$ cat config.mk
export PLATFORM = sky130hd
export DESIGN_NAME = muxn_arb
export DESIGN_NICKNAME = d
export VERILOG_FILES = /design/src/rtl/muxn_arb_pkg.sv /design/src/rtl/muxn_arb_rr_pick.sv /design/src/rtl/muxn_arb.sv
export SDC_FILE = /design/constraint.sdc
export NUM_CORES = 1
export LEC_CHECK = 0
export CAP_MARGIN = 15
export CORE_ASPECT_RATIO = 1.5
export CORE_MARGIN = 5
export CORE_UTILIZATION = 35
export DETAILED_ROUTE_END_ITERATION = 10
export PLACE_DENSITY_LB_ADDON = 0.15
export SYNTH_ARGS = -nofsm -noshare
export SYNTH_HDL_FRONTEND = slang
export SYNTH_SLANG_ARGS = --single-unit
$ cat constraint.sdc
create_clock -name clk -period 3.7 [get_ports clk]
set_input_delay 0.74 -clock clk [delete_from_list [all_inputs] [get_ports clk]]
set_output_delay 0.74 -clock clk [all_outputs]
set_load 0.03 [all_outputs]
$ cat src/rtl/muxn_arb_pkg.sv
// rtl/muxn_arb_pkg.sv - shared mode encodings and select-width helper for muxn_arb
package muxn_arb_pkg;

    localparam logic MODE_FIXED = 1'b0;
    localparam logic MODE_RR    = 1'b1;

    // A single channel still needs a one-bit select/source field.
    function automatic int sel_width(input int n);
        return (n > 1) ? $clog2(n) : 1;
    endfunction

endpackage

$ cat src/rtl/muxn_arb_rr_pick.sv
// rtl/muxn_arb_rr_pick.sv - combinational rotate-priority picker starting at ptr
module rr_pick #(
    parameter int N    = 4,
    parameter int SELW = 2
) (
    input  logic [N-1:0]    valid,
    input  logic [SELW-1:0] ptr,
    output logic [SELW-1:0] pick,
    output logic            pick_valid
);

    logic [N-1:0] rot;
    logic [SELW:0] sum;

    always_comb begin
        // Rotate so that bit 0 of rot is channel ptr, then take the lowest set offset.
        rot        = N'({valid, valid} >> ptr);
        pick_valid = |rot;
        sum        = '0;
        for (int k = N - 1; k >= 0; k--) begin
            if (rot[k]) begin
                sum = {1'b0, ptr} + (SELW + 1)'(k);
            end
        end
        if (sum >= (SELW + 1)'(N)) begin
            sum = sum - (SELW + 1)'(N);
        end
        pick = sum[SELW-1:0];
    end

endmodule

$ cat src/rtl/muxn_arb.sv
// rtl/muxn_arb.sv - N-input registered mux with fixed/round-robin grant; MUXN_ARB_HOLD_EN adds channel lock
module muxn_arb
    import muxn_arb_pkg::*;
#(
    parameter int WIDTH = 32,
    parameter int N     = 4,
    parameter int SELW  = sel_width(N)
) (
    input  logic               clk,
    input  logic               reset,
    input  logic               mode,
    input  logic [SELW-1:0]    sel,
    input  logic [N-1:0]       in_valid,
    output logic [N-1:0]       in_ready,
    input  logic [N-1:0]       in_hold,
    input  logic [N*WIDTH-1:0] in_data,
    output logic               out_valid,
    input  logic               out_ready,
    output logic [WIDTH-1:0]   out_data,
    output logic [SELW-1:0]    out_src
);

    logic [SELW-1:0]  ptr;
    logic [SELW-1:0]  rr_g;
    logic             rr_gv;
    logic [SELW-1:0]  g;
    logic             gv;
    logic [SELW-1:0]  g_next;
    logic [N-1:0]     grant_oh;
    logic             load;
    logic             xfer;
    logic [WIDTH-1:0] mux_data;

`ifdef MUXN_ARB_HOLD_EN
    logic             locked;
    logic [SELW-1:0]  lock_ch;
    logic             hold_hit;
`else
    logic             unused_hold;
    assign unused_hold = ^in_hold;
`endif

    rr_pick #(
        .N    (N),
        .SELW (SELW)
    ) u_rr_pick (
        .valid      (in_valid),
        .ptr        (ptr),
        .pick       (rr_g),
        .pick_valid (rr_gv)
    );

    assign load = !out_valid || out_ready;

    always_comb begin
        g  = sel;
        gv = ({1'b0, sel} < (SELW + 1)'(N));
        if (mode == MODE_RR) begin
            g  = rr_g;
            gv = rr_gv;
`ifdef MUXN_ARB_HOLD_EN
            // A locked channel keeps the grant even while it has nothing to send.
            if (locked) begin
                g  = lock_ch;
                gv = 1'b1;
            end
`endif
        end
    end

    always_comb begin
        grant_oh = '0;
        mux_data = '0;
        for (int i = 0; i < N; i++) begin
            grant_oh[i] = gv && (g == SELW'(i));
            if (grant_oh[i]) begin
                mux_data = in_data[i*WIDTH +: WIDTH];
            end
        end
    end

    assign in_ready = (load && !reset) ? grant_oh : '0;
    assign xfer     = |(in_valid & in_ready);
    assign g_next   = (g == SELW'(N - 1)) ? '0 : g + SELW'(1);

    always_ff @(posedge clk) begin
        if (reset) begin
            out_valid <= 1'b0;
            out_data  <= '0;
            out_src   <= '0;
        end else if (xfer) begin
            out_valid <= 1'b1;
            out_data  <= mux_data;
            out_src   <= g;
        end else if (out_ready) begin
            out_valid <= 1'b0;
        end
    end

`ifdef MUXN_ARB_HOLD_EN
    assign hold_hit = |(in_hold & grant_oh);

    always_ff @(posedge clk) begin
        if (reset) begin
            ptr     <= '0;
            locked  <= 1'b0;
            lock_ch <= '0;
        end else if (mode == MODE_FIXED) begin
            locked <= 1'b0;
        end else if (xfer) begin
            if (hold_hit) begin
                locked  <= 1'b1;
                lock_ch <= g;
            end else begin
                locked <= 1'b0;
                ptr    <= g_next;
            end
        end
    end
`else
    always_ff @(posedge clk) begin
        if (reset) begin
            ptr <= '0;
        end else if (mode == MODE_RR && xfer) begin
            ptr <= g_next;
        end
    end
`endif

endmodule

==> impl_results.md <==
- Outcome: finished clean
- CP Data Required Time: 2.96 ns
- Reg2reg setup slack: between 0.8 and 0.9 ns
- Min Tclk post-route: about 3.6 ns
- Final worst path period share: ~96%
- Hold Path Class: reg -> reg
- Hold Startpoint: out_data[0]
- CTS Hold Buffers Added: 0
- Top_reg_cell synth: dfxtp_1
- Seq/Total Area, Yosys: 29.4%
- Clock slew seen by the registers of the worst setup and hold paths: about 0.08 ns
- Vias/cell: 5.40
- Wire length per cell: 16.7 um
- Proportion of layout cells with a drive suffix above 1: under 10%
- Total gr overflow: 0
- Die area: about 0.0090 sq mm
- Synth Instances: 364
- Worst Hold Path EP: out_data[0]
- Slew @ Worst Pin: between 0.5 and 0.6 ns
- Die W: slightly below 80 um
- Pre-antenna DRT Iters: 4
- Final Hold Violating Endpoints: 0
- Max-cap violations: 0
- CTS root buffer: clkbuf_8
- Largest net degree at the start of global routing: 52
- CTS tree: done
- Netlist cell types: about 40
- FFs w/ async S/R, synth: 0%
- CTS Buf Count: 5
- Diodes inserted: 0
- CP Capture Type: primary output
- First-pass GRT wire length: roughly 16 mm
- CP arrival: 2.82 ns
- HPWL Detailed: around 7.6 mm
- Number of filler cells placed in the layout: between 600 and 700
- Initial Util: 35.3%
- DR vias: 3308
- Htree depth: 2
- Reg-to-Reg End: ptr[0]
- Crit path launch type: primary input
- Detailed Route WL: approximately 10 mm
- Clock Sink Count: 37
- Mapped Area: between 0.002 and 0.003 sq mm
- Count of input and output buffers: between 150 and 200
- Clk buf depth: 2
- R2r startpoint: ptr[0]
- Initial antenna violation count: 0
- Max Clock Skew: approximately 0.0050 ns
- Number of synthesized register bits: 37
- Vias in the first global route: approximately 3300
- Post-synth net total: 510
- GPL Wtd Cong: about 0.90
- Max rail drop VDD: roughly 0.15 mV
- Post-CTS setup repair buffer count: 0
- FP Rows: 38
- Tot GR Track Use: 22.3%
- RSZ-0062 raised after global routing: no
- Leakage: 1.64 nW
- Clock Latency Late Sink: about 0.28 ns
- Critical Setup Path Class: in -> out
- Syn_area_per_cell: slightly below 7 sq um
- Pwr Density: around 310 mW/mm^2
- Drt drc: 0
- Depth of the worst register-to-register path: 10
- Area growth syn-to-layout: 79.1%
- Worst hold slack: 0.526 ns
- Antenna Nets Post-Route: 0
- Post-synth EDFFs: 0
- Die height: approximately 110 um
- Final core occ: a little over three fifths
- Final nets: about 680
- Worst-path fanout max: 8
- Core box area: 0.00713 sq mm
- Final setup fails: 0
- Initial DRC count: between 150 and 200
- YS warnings: 0
- Max-slew headroom: between 60% and 70%
- Max-slew violations: 0
- Fmax: 281 MHz
- I/O pin cnt: ~180
- Hold Path Depth: 2
## state kept, by name, indices dropped and copies added, names as in the netlist
register and cells:
ptr 2, out_src 2, out_data 32, out_valid 1
## placed cells by master, fill, tap and decap left out, types with 2 or more instances in the layout
master / n
nor2b_1: 6
o21ai_0: 65
a31oi_1: 32
clkbuf_1: 3
clkbuf_8: 5
nor2_1: 7
and3_1: 2
clkdlybuf4s50_1: 171
a21oi_1: 3
nand2b_1: 2
ha_2: 2
o221a_2: 2
a21bo_1: 2
nor3_1: 2
inv_1: 4
ha_1: 2
o21ai_1: 2
nand2_1: 98
buf_4: 27
o221ai_1: 32
dfxtp_1: 37
## cell usage after synthesis, drive strengths merged (2+ instances only)
| cell | count | area, sq um |
|---|---|---|
| a21bo | 2 | 20.0 |
| a21boi | 2 | 15.0 |
| a21oi | 4 | 20.0 |
| a22oi | 2 | 20.0 |
| a31oi | 32 | 200 |
| and3 | 2 | 12.5 |
| buf | 18 | 90.1 |
| clkbuf | 23 | 86.3 |
| dfxtp | 37 | 741 |
| ha | 4 | 50.1 |
| inv | 4 | 15.0 |
| nand2 | 98 | 368 |
| nand2b | 2 | 12.5 |
| nor2 | 7 | 26.3 |
| nor2b | 6 | 37.5 |
| nor3 | 3 | 15.0 |
| o21ai | 67 | 335 |
| o221a | 2 | 22.5 |
| o221ai | 32 | 280 |
## worst max-delay path: stages
cell and delay, ns:
clkdlybuf4s50_1 0.42, buf_4 0.14, buf_4 0.16, nor2b_1 0.11
o21bai_1 0.08, a32oi_1 0.26, buf_4 0.17, ha_2 0.19
a21bo_1 0.23, nor3_2 0.15, buf_4 0.18
## metal layers
layer / vias to the layer above / GRT usage [%] / share of wire [%]
met4: 0 / 7.00 / 2.3
met3: 18 / 4.90 / 6.7
li1: 1662 / - / -
met5: - / 0 / 0
met2: 122 / 40.7 / 53
met1: 1506 / 25.4 / 38
## final cells by class
cell class / count / area, sq um / area share [%]
Timing Repair Buffer: 202 / 1960 / 43.5
Multi-Input combinational cell: 282 / 1610 / 35.7
Sequential cell: 37 / 741 / 16.4
Tap cell: 80 / 100 / 2.22
Clock buffer: 8 / 80.1 / 1.78
Inverter: 4 / 15.0 / 0.333
## repair_timing
item,4_1_cts,5_1_grt
cloned,0,0
pin swaps,0,1
setup endpoints to repair,1,2
gates resized for setup,3,6
## power breakdown
group          switching (mW)  internal (mW)
clock                   0.141          0.134
combinational           0.327          0.322
sequential             0.0220          0.442
total                   0.489          0.898
## how the worst max path moves through the flow
stage               slack (ns)  cells after the start        start          end
detailed placement       -0.26                      9  in_valid[0]  in_ready[3]
global placement         -0.22                      9  in_valid[0]  in_ready[3]
global route              0.01                     11  in_valid[1]  in_ready[2]
finish                    0.14                     11  in_valid[1]  in_ready[2]
floorplan                 0.03                     10  in_valid[2]  in_ready[2]
CTS                       0.04                      9  in_valid[0]  in_ready[3]
## logic make-up (layout without fill, tap and decap cells)
logic type / Yosys count / after routing / synth area share, %
adder cells (fa/ha/maj): 4 / 4 / 1.99
AND/OR/NAND/NOR: 128 / 128 / 22.3
AO/OA/AOI/OAI: 150 / 150 / 38.7
flip-flops: 37 / 37 / 29.4
buffers and inverters: 45 / 214 / 7.60
## stage by stage
step           cell area [sq um]  total power [mW]  std cells  setup WS [ns]  TNS, ns
6_report                    4510              1.39        613          0.143        0
5_1_grt                     4510              1.47        613         0.0130        0
4_1_cts                     4500              1.40        613         0.0434        0
3_5_place_dp                4420              1.12        605         -0.260   -0.260
3_3_place_gp                4420              1.11        605         -0.216   -0.216
2_1_floorplan               2520             0.798        364         0.0275        0
Note: power is estimated with default switching activity, not from simulation.
